$ cat src/rtl/alu_issue_ctrl_if.sv
`default_nettype none
// +----------------------------------------------------------------------+
// | alu_issue_ctrl_if : decode / unit / writeback bundle for the issuer   |
// | rev 1.0                                                              |
// +----------------------------------------------------------------------+
interface alu_issue_ctrl_if #(
  parameter int WIDTH = 16,
  parameter int RD_W  = 3
) ();
  logic             in_valid;
  logic             in_ready;
  logic [1:0]       in_opcode;
  logic [WIDTH-1:0] in_rs1;
  logic [WIDTH-1:0] in_rs2;
  logic [RD_W-1:0]  in_rd;
  logic             fu_start;
  logic [3:0]       fu_sel;
  logic [WIDTH-1:0] fu_rs1;
  logic [WIDTH-1:0] fu_rs2;
  logic [3:0]       fu_done;
  logic [WIDTH-1:0] add_res;
  logic [WIDTH-1:0] sub_res;
  logic [WIDTH-1:0] mul_res;
  logic [WIDTH-1:0] div_res;
  logic             wb_valid;
  logic             wb_ready;
  logic [RD_W-1:0]  wb_rd;
  logic [WIDTH-1:0] wb_data;
  logic             wb_err;
  logic             busy;

  // Environment side: decode, arithmetic units and register file.
  modport master (
    output in_valid, in_opcode, in_rs1, in_rs2, in_rd,
    output fu_done, add_res, sub_res, mul_res, div_res, wb_ready,
    input  in_ready, fu_start, fu_sel, fu_rs1, fu_rs2,
    input  wb_valid, wb_rd, wb_data, wb_err, busy
  );

  // Controller side.
  modport slave (
    input  in_valid, in_opcode, in_rs1, in_rs2, in_rd,
    input  fu_done, add_res, sub_res, mul_res, div_res, wb_ready,
    output in_ready, fu_start, fu_sel, fu_rs1, fu_rs2,
    output wb_valid, wb_rd, wb_data, wb_err, busy
  );
endinterface
`default_nettype wire

$ cat src/rtl/alu_issue_ctrl.sv
`default_nettype none
// +----------------------------------------------------------------------+
// | alu_issue_ctrl : one-op-in-flight sequencer for add/sub/mul/div units |
// | rev 1.0                                                              |
// +----------------------------------------------------------------------+
module alu_issue_ctrl #(
  parameter int WIDTH   = 16,
  parameter int RD_W    = 3,
  parameter int TIMEOUT = 64
) (
  input  wire logic     clk,
  input  wire logic     rst,
  alu_issue_ctrl_if.slave bus
);

  localparam int CNT_W = $clog2(TIMEOUT + 1);
  localparam logic [CNT_W-1:0] CNT_LAST = CNT_W'(TIMEOUT - 1);

  typedef enum logic [1:0] {
    S_IDLE  = 2'd0,
    S_ISSUE = 2'd1,
    S_WAIT  = 2'd2,
    S_WB    = 2'd3
  } state_t;

  state_t           state_q, state_d;
  logic [1:0]       op_q, op_d;
  logic [WIDTH-1:0] rs1_q, rs1_d;
  logic [WIDTH-1:0] rs2_q, rs2_d;
  logic [RD_W-1:0]  rd_q, rd_d;
  logic [WIDTH-1:0] data_q, data_d;
  logic             err_q, err_d;
  logic [CNT_W-1:0] cnt_q, cnt_d;

  logic [3:0]       sel_onehot;
  logic             done_hit;
  logic [WIDTH-1:0] res_mux;

  always_comb begin
    sel_onehot = 4'b0000;
    res_mux    = '0;
    case (op_q)
      2'd0: begin sel_onehot = 4'b0001; res_mux = bus.add_res; end
      2'd1: begin sel_onehot = 4'b0010; res_mux = bus.sub_res; end
      2'd2: begin sel_onehot = 4'b0100; res_mux = bus.mul_res; end
      default: begin sel_onehot = 4'b1000; res_mux = bus.div_res; end
    endcase
    // Only the selected unit's done bit can complete the op.
    done_hit = |(bus.fu_done & sel_onehot);
  end

  always_comb begin
    state_d = state_q;
    op_d    = op_q;
    rs1_d   = rs1_q;
    rs2_d   = rs2_q;
    rd_d    = rd_q;
    data_d  = data_q;
    err_d   = err_q;
    cnt_d   = cnt_q;
    case (state_q)
      S_IDLE: begin
        if (bus.in_valid) begin
          op_d  = bus.in_opcode;
          rs1_d = bus.in_rs1;
          rs2_d = bus.in_rs2;
          rd_d  = bus.in_rd;
          if (bus.in_opcode == 2'd3 && bus.in_rs2 == '0) begin
            data_d  = '1;
            err_d   = 1'b1;
            state_d = S_WB;
          end else begin
            state_d = S_ISSUE;
          end
        end
      end
      S_ISSUE: begin
        if (done_hit) begin
          data_d  = res_mux;
          err_d   = 1'b0;
          state_d = S_WB;
        end else begin
          cnt_d   = '0;
          state_d = S_WAIT;
        end
      end
      S_WAIT: begin
        // Done is tested first so it wins over a coincident timeout.
        if (done_hit) begin
          data_d  = res_mux;
          err_d   = 1'b0;
          state_d = S_WB;
        end else if (cnt_q == CNT_LAST) begin
          data_d  = '0;
          err_d   = 1'b1;
          state_d = S_WB;
        end else begin
          cnt_d = cnt_q + 1'b1;
        end
      end
      default: begin
        if (bus.wb_ready) state_d = S_IDLE;
      end
    endcase
  end

  always_ff @(posedge clk) begin
    if (rst) begin
      state_q <= S_IDLE;
      op_q    <= '0;
      rs1_q   <= '0;
      rs2_q   <= '0;
      rd_q    <= '0;
      data_q  <= '0;
      err_q   <= 1'b0;
      cnt_q   <= '0;
    end else begin
      state_q <= state_d;
      op_q    <= op_d;
      rs1_q   <= rs1_d;
      rs2_q   <= rs2_d;
      rd_q    <= rd_d;
      data_q  <= data_d;
      err_q   <= err_d;
      cnt_q   <= cnt_d;
    end
  end

  assign bus.in_ready = (state_q == S_IDLE);
  assign bus.busy     = (state_q != S_IDLE);
  assign bus.fu_start = (state_q == S_ISSUE);
  assign bus.fu_sel   = (state_q == S_ISSUE || state_q == S_WAIT) ? sel_onehot : 4'b0000;
  assign bus.fu_rs1   = rs1_q;
  assign bus.fu_rs2   = rs2_q;
  assign bus.wb_valid = (state_q == S_WB);
  assign bus.wb_rd    = rd_q;
  assign bus.wb_data  = data_q;
  assign bus.wb_err   = err_q;

endmodule
`default_nettype wire

$ cat src/flat_wrapper.sv
// flat-port wrapper written by rule: the top's interface ports become plain ports
module alu_issue_ctrl_flat 
#(
  parameter int WIDTH   = 16,
  parameter int RD_W    = 3,
  parameter int TIMEOUT = 64
)
  (clk, rst, bus_in_valid, bus_in_opcode, bus_in_rs1, bus_in_rs2, bus_in_rd, bus_fu_done, bus_add_res, bus_sub_res, bus_mul_res, bus_div_res, bus_wb_ready, bus_in_ready, bus_fu_start, bus_fu_sel, bus_fu_rs1, bus_fu_rs2, bus_wb_valid, bus_wb_rd, bus_wb_data, bus_wb_err, bus_busy);
  alu_issue_ctrl_if #(.WIDTH(WIDTH), .RD_W(RD_W)) bus_i ();
  input  wire logic clk;
  input  wire logic rst;
  input wire logic [$bits(bus_i.in_valid)-1:0] bus_in_valid;
  input wire logic [$bits(bus_i.in_opcode)-1:0] bus_in_opcode;
  input wire logic [$bits(bus_i.in_rs1)-1:0] bus_in_rs1;
  input wire logic [$bits(bus_i.in_rs2)-1:0] bus_in_rs2;
  input wire logic [$bits(bus_i.in_rd)-1:0] bus_in_rd;
  input wire logic [$bits(bus_i.fu_done)-1:0] bus_fu_done;
  input wire logic [$bits(bus_i.add_res)-1:0] bus_add_res;
  input wire logic [$bits(bus_i.sub_res)-1:0] bus_sub_res;
  input wire logic [$bits(bus_i.mul_res)-1:0] bus_mul_res;
  input wire logic [$bits(bus_i.div_res)-1:0] bus_div_res;
  input wire logic [$bits(bus_i.wb_ready)-1:0] bus_wb_ready;
  output wire logic [$bits(bus_i.in_ready)-1:0] bus_in_ready;
  output wire logic [$bits(bus_i.fu_start)-1:0] bus_fu_start;
  output wire logic [$bits(bus_i.fu_sel)-1:0] bus_fu_sel;
  output wire logic [$bits(bus_i.fu_rs1)-1:0] bus_fu_rs1;
  output wire logic [$bits(bus_i.fu_rs2)-1:0] bus_fu_rs2;
  output wire logic [$bits(bus_i.wb_valid)-1:0] bus_wb_valid;
  output wire logic [$bits(bus_i.wb_rd)-1:0] bus_wb_rd;
  output wire logic [$bits(bus_i.wb_data)-1:0] bus_wb_data;
  output wire logic [$bits(bus_i.wb_err)-1:0] bus_wb_err;
  output wire logic [$bits(bus_i.busy)-1:0] bus_busy;
  assign bus_i.in_valid = bus_in_valid;
  assign bus_i.in_opcode = bus_in_opcode;
  assign bus_i.in_rs1 = bus_in_rs1;
  assign bus_i.in_rs2 = bus_in_rs2;
  assign bus_i.in_rd = bus_in_rd;
  assign bus_i.fu_done = bus_fu_done;
  assign bus_i.add_res = bus_add_res;
  assign bus_i.sub_res = bus_sub_res;
  assign bus_i.mul_res = bus_mul_res;
  assign bus_i.div_res = bus_div_res;
  assign bus_i.wb_ready = bus_wb_ready;
  assign bus_in_ready = bus_i.in_ready;
  assign bus_fu_start = bus_i.fu_start;
  assign bus_fu_sel = bus_i.fu_sel;
  assign bus_fu_rs1 = bus_i.fu_rs1;
  assign bus_fu_rs2 = bus_i.fu_rs2;
  assign bus_wb_valid = bus_i.wb_valid;
  assign bus_wb_rd = bus_i.wb_rd;
  assign bus_wb_data = bus_i.wb_data;
  assign bus_wb_err = bus_i.wb_err;
  assign bus_busy = bus_i.busy;
  alu_issue_ctrl #(.WIDTH(WIDTH), .RD_W(RD_W), .TIMEOUT(TIMEOUT)) u_core (.clk(clk), .rst(rst), .bus(bus_i));
endmodule
$ cat config.mk
export PLATFORM = sky130hd
export DESIGN_NAME = alu_issue_ctrl_flat
export DESIGN_NICKNAME = d
export VERILOG_FILES = /design/src/rtl/alu_issue_ctrl_if.sv /design/src/rtl/alu_issue_ctrl.sv /design/src/flat_wrapper.sv
export SDC_FILE = /design/constraint.sdc
export NUM_CORES = 1
export LEC_CHECK = 0
export ABC_AREA = 1
export BUFFER_PORTS_ARGS = -buffer_cell sky130_fd_sc_hd__buf_2
export CAP_MARGIN = 20
export CELL_PAD_IN_SITES_DETAIL_PLACEMENT = 0
export CELL_PAD_IN_SITES_GLOBAL_PLACEMENT = 1
export CORE_MARGIN = 1
export CORE_UTILIZATION = 32
export CTS_BUF_LIST = sky130_fd_sc_hd__clkbuf_16
export CTS_CLUSTER_SIZE = 40
export DETAILED_ROUTE_END_ITERATION = 16
export PLACE_DENSITY_LB_ADDON = 0.1
export SYNTH_ARGS = -nofsm -noshare
export SYNTH_HDL_FRONTEND = slang
export SYNTH_SLANG_ARGS = --single-unit
$ cat constraint.sdc
create_clock -name clk -period 2.6 [get_ports clk]
set_input_delay 0.13 -clock clk [delete_from_list [all_inputs] [get_ports clk]]
set_output_delay 0.13 -clock clk [all_outputs]
set_load 0.03 [all_outputs]
==> flow_summary.yaml, run 1 <==
run_status:
  status: "completed"
clocking:
  clockBufferDepth: 2
  htree_levels: 3
  cts_inserted_buffers: 9
  holdBufCountCts: 0
  cts_tree: "yes"
  cts_setup_buffers: 0
  cts_resized: 0
  root_buffer: "clkbuf_16"
  clkTransAtPathRegs_ns: 0.06
  clock_sinks: 63
  clock_latency_ns: 0.32
synthesis:
  ys_types: 31
  ys_seq_elements: 63
  yosys_warnings: 0
  async_flop_share_pct: 0
  syn-num-nets: 625
  syn_inst: 511
  netlist_area_mm2: 0.00331
  synth_flop_cell: "dfxtp_1"
  avgSynthCellArea_um2: 6.47
  ys_seq_area_share_pct: 38.2
  synth_edf_count: 0
timing:
  setup-violations-final: 0
  rsz0062_at_grt: "false"
  finalMaxSlewViolations: 0
  max_slew_margin_pct: 52.4
  fmaxAchievable_ghz: 0.514
  finalSetupTns_ns: 0
  fin_skew_ns: 0.00866
  finalCritPeriodShare_pct: 74.8
  worst_pin_slew_ns: 0.713
  hold_violations: 0
  fin_hold_ws_ns: 0.0348
  min_period_ns: 1.95
cells_and_area:
  design_area_mm2: 0.00457
  utilization_pct: 46.1
  nets: 785
  area_delta_synth_final_pct: 38.2
  fillers: 1121
  post_route_cells_drive_above_1_share_pct: 31.7
  n_antenna_cell: 0
global_route:
  track_usage_pct: 18.5
  grt_pass1_vias: 3408
  grt_max_degree: 38
  grt_pass1_wl_mm: 16.1
  antenna_found_initial: 0
  grt-ovfl-total: 0
setup_path:
  critPathKind: "reg -> reg"
  worstPathRequired_ns: 2.82
  r2r_cells: 10
  r2r_end: "u_core.bus.wb_data[7]"
  endpoint_kind: "register"
  r2r-start: "u_core.state_q[0]"
  cp_max_fo: 32
  ff2ff_setup_slack_ns: 0.65
  critPathArrivalTime_ns: 2.16
  startpoint_type: "register"
power_and_ir_drop:
  swShare_pct: 46.5
  ir_worst_vdd_mv: 0.425
  seqPwrFrac_pct: 26.3
  p_per_area_mw_per_mm2: 1210
  p_comb_share_pct: 49.9
  clock_power_share_pct: 23.8
  p_sw_mw: 2.56
  p_leak_nw: 2.33
  internal_power_mw: 2.95
routing:
  ant_nets: 0
  drc: 0
  firstDrtPassIters: 4
  via_per_inst: 4.47
  wirelength_mm: 9.85
  route.vias.total: 3614
  drt-wirelength-per-cell_um: 12.2
  dr.first_iter.drc_count: 122
floorplanning:
  ios: 169
  fp.dieH_um: 104
  core_area_mm2: 0.00991
  die_w_um: 104
  dieArea_mm2: 0.0107
  num_rows: 36
  initial_core_util_pct: 33.4
placed_design:
  hpwl_mm: 7.51
  port_buffers: 168
  place_congestion: 0.813
  placed_area_mm2: 0.00424
min_path:
  whs_path_depth: 3
  hp-start: "bus_in_rs1[1]"
  hold_class: "in -> reg"
  hold_end: "u_core.bus.fu_rs1[1]"
run:
  maxCapViolations: 0
[registers in the layout (all words and copies together) (netlist names)]
register,count
u_core.op_q,2
u_core.bus.wb_data,16
u_core.state_q,2
u_core.bus.wb_rd,3
u_core.cnt_q,7
u_core.bus.wb_err,1
u_core.bus.fu_rs2,16
u_core.bus.fu_rs1,16
[stage by stage]
step / total power, mW / std cells / setup WS, ns
floorplan: 3.54 / 511 / 0.639
global placement: 4.22 / 793 / 0.722
detailed placement: 4.26 / 793 / 0.657
CTS: 5.58 / 809 / 0.614
global route: 5.96 / 809 / 0.423
finish: 5.51 / 809 / 0.654
[worst max path at each step]
stage	from	to	slack, ns
2_1_floorplan	u_core.state_q[0]	u_core.bus.wb_data[0]	0.64
3_3_place_gp	u_core.state_q[0]	u_core.bus.wb_data[10]	0.72
3_5_place_dp	u_core.state_q[0]	u_core.bus.wb_data[5]	0.66
4_1_cts	u_core.state_q[0]	bus_fu_sel[1]	0.61
5_1_grt	u_core.state_q[1]	bus_fu_sel[1]	0.42
6_report	u_core.state_q[0]	u_core.bus.wb_data[7]	0.65
[critical path, stage by stage (launching register included)]
cell     delay, ns
dfxtp_1       0.38
inv_1         0.08
ha_1          0.24
inv_1         0.12
nor2_1        0.06
nor2_1        0.13
inv_1         0.09
a21oi_4       0.13
nand3_4       0.31
nor2_1        0.23
nor2_1        0.06
[cell usage after synthesis (2+ instances only)]
cell type	instances	area [µm²]
a21oi_1	14	70.1
buf_2	4	20.0
buf_4	2	15.0
buf_6	4	45.0
clkbuf_1	16	60.1
dfxtp_1	63	1260
ha_1	5	62.6
inv_1	32	120
inv_2	2	7.51
nand2_1	156	586
nand2_2	3	18.8
nand3_1	10	50.1
nand3_2	2	20.0
nand3b_1	2	15.0
nand4_1	17	106
nor2_1	117	439
nor2_2	8	50.1
nor2_8	2	40.0
nor3_1	3	15.0
o21ai_0	35	175
o21ai_1	4	20.0
[layer usage]
| metal | track usage, % | share of wire, % | up-vias |
|---|---|---|---|
| met2 | 28.5 | 44 | 110 |
| met5 | 0 | 0 | - |
| li1 | - | - | 1920 |
| met4 | 6.42 | 1.2 | 0 |
| met1 | 23.7 | 47 | 1574 |
| met3 | 7.05 | 8.2 | 10 |
[area by class of cell]
cell class                 instances  area [µm²]  area share [%]
timing repair buffer             175         906            19.8
clock buffer                       9         225            4.93
multi-input combinational        387        1770            38.8
inverter                          35         131            2.88
tap                              133         166            3.64
sequential                        63        1260            27.6
clock inverter                     7         104            2.27
[placed cells by master, fill, tap and decap left out, types with 9 or more instances in the layout]
cell type	count
a21oi_1	14
clkbuf_16	9
buf_2	168
nand2_1	156
o21ai_0	35
inv_1	32
nor2_1	117
nand3_1	10
dfxtp_1	63
nand4_1	17
[cell families after synthesis]
group	synth area share [%]
simple gates	42.2
compound gates	9.31
flops	38.2
buf+inv	8.21
xor+xnor	0.265
fa+ha+maj	1.89
[power groups by stage]
stage                     combinational, mW  clock, mW  sequential, mW
final                                  2.75       1.31            1.45
after global routing                   3.05       1.40            1.50
after CTS                              2.78       1.34            1.46
after detailed placement               2.78          0            1.48
after global placement                 2.75          0            1.46
after floorplan                        1.56          0            1.99
(Power assumes the default switching activity.)
==> run 2: changes to the inputs <==
Settings changed: CORE_UTILIZATION 32 to 30.
Clock period 2.6 ns to 1.9 ns, I/O delays scaled along.
==> flow_summary.yaml, run 2 (synthesis gave the netlist of run 1 again) <==
timing:
  fin_skew_ns: 0.00744
  min_period_ns: 1.77
  hold_violations: 0
  finalMaxSlewViolations: 0
  fmaxAchievable_ghz: 0.564
  worst_pin_slew_ns: 0.495
  finalSetupTns_ns: 0
  setup-violations-final: 0
  max_slew_margin_pct: 66.9
  finalCritPeriodShare_pct: 93.3
setup_path:
  r2r_cells: 11
  critPathMaxStageDelay_ns: 0.34
  r2r_end: "u_core.bus.wb_data[8]"
  cp_max_fo: 8
  critPathKind: "reg -> reg"
  worstPathRequired_ns: 2.11
  startpoint_type: "register"
  crit_family: "simple AND/OR/NAND/NOR gates"
  endpoint_kind: "register"
  critPathArrivalTime_ns: 1.99
  worst-path-buf-inv: 4
  crit_path_top_delay_cell: "dfxtp_2"
  path_cells: "inv_1, ha_1, inv_2, nor2_1, nor2_1, inv_1, a21oi_4, buf_6, nand3_4, nor2_1, nor2_1"
  r2r-start: "u_core.state_q[0]"
  crit_top_cell: "nor2_1"
  ff2ff_setup_slack_ns: 0.13
placed_design:
  place_congestion: 0.793
  hpwl_mm: 7.80
  placed_cells: 806
  port_buffers: 168
min_path:
  hold_end: "u_core.bus.wb_rd[0]"
  whs_path_depth: 3
  hp-start: "bus_in_rd[0]"
  hold_class: "in -> reg"
routing:
  ant_nets: 0
  route.vias.total: 3706
  dr.first_iter.drc_count: 107
  firstDrtPassIters: 4
  drc: 0
  wirelength_mm: 10.7
  drt-wirelength-per-cell_um: 12.8
  via_per_inst: 4.45
floorplanning:
  die_w_um: 107
  dieArea_mm2: 0.0114
  fp.dieH_um: 107
  core_area_mm2: 0.0105
  ios: 169
  num_rows: 37
  initial_core_util_pct: 31.5
clocking:
  clock_sinks: 63
  cts_tree: "yes"
  cts_inserted_buffers: 9
  root_buffer: "clkbuf_16"
  htree_levels: 3
  clock_latency_ns: 0.32
  clockBufferDepth: 2
  clkTransAtPathRegs_ns: 0.06
global_route:
  grt_pass1_wl_mm: 17.0
  busiest_layer: "met2"
  use_met3_pct: 6.02
  grt-ovfl-total: 0
  antenna_found_initial: 0
  met2_usage_pct: 32.2
  track_usage_pct: 19.0
  groute.layer.met1.usage_pct: 22.5
  grt_pass1_vias: 3583
  grt_max_degree: 37
cells_and_area:
  final_cells: 833
  utilization_pct: 45.4
  nets: 806
  fillers: 1087
  area_delta_synth_final_pct: 44.4
  post_route_cells_drive_above_1_share_pct: 34.3
  mostFrequentLayoutCell: "buf_2"
  n_antenna_cell: 0
  layout_common_cells: "buf_2 (168), nand2_1 (154), nor2_1 (116)"
run:
  maxCapViolations: 0
power_and_ir_drop:
  ir_worst_vdd_mv: 0.640
  total_power_mw: 7.94
  p_per_area_mw_per_mm2: 1660
  p_leak_nw: 2.42
run_status:
  status: "completed"
## run 2: tightest hold or removal path, delay by kind of cell
| kind | cells | cell delay (ns) |
|---|---|---|
| AO/OA/AOI/OAI | 1 | 0.06 |
| buffers and inverters | 1 | 0.08 |
| AND/OR/NAND/NOR | 1 | 0.07 |
## run 2: layer usage
layer	share of wire, %	vias up
met2	47	117
met3	7.9	13
met5	0	-
met4	1.4	0
met1	44	1608
li1	-	1968
## run 2: worst max path at each step
stage / slack, ns / startpoint / cells after the start / to
3_3_place_gp: 0.11 / u_core.state_q[0] / 8 / u_core.bus.wb_data[7]
6_report: 0.13 / u_core.state_q[0] / 11 / u_core.bus.wb_data[8]
5_1_grt: -0.01 / u_core.state_q[0] / 12 / u_core.bus.wb_data[6]
4_1_cts: 0.03 / u_core.state_q[0] / 10 / u_core.bus.wb_data[6]
2_1_floorplan: 0.04 / u_core.state_q[0] / 11 / u_core.bus.wb_data[0]
3_5_place_dp: 0.008 / u_core.state_q[0] / 10 / u_core.bus.wb_data[6]
## run 2: what timing repair did
action,CTS,global route
gates cloned,1,2
pin swaps,1,5
hold buffers,2,0
resized for setup,1,9
setup buffers,0,6
endpoints found under the hold margin,2,0
endpoints found under the setup margin,2,19
## run 2: layout make-up
| cell class | count | area [µm²] | area share (%) |
|---|---|---|---|
| repair buffers | 193 | 1040 | 21.7 |
| clock buffers | 9 | 225 | 4.72 |
| clock inverters | 7 | 104 | 2.18 |
| well taps | 136 | 170 | 3.57 |
| flip-flops and latches | 63 | 1260 | 26.5 |
| inverters | 35 | 131 | 2.75 |
| multi-input cells | 390 | 1840 | 38.6 |
## run 2: report_power, final
group	leakage, nW	internal [mW]	switching (mW)
clock	0.161	1.16	0.638
combinational	1.74	1.32	2.83
sequential	0.520	1.75	0.238
total	2.42	4.24	3.71
## run 2: stage by stage
step           cell area (µm²)  hold slack, ns  setup WS (ns)
4_1_cts                   4670        0.000903         0.0294
5_1_grt                   4770          0.0175        -0.0148
3_3_place_gp              4300           0.329          0.113
2_1_floorplan             3310           0.164         0.0439
6_report                  4770         0.00385          0.127
3_5_place_dp              4300           0.340        0.00792
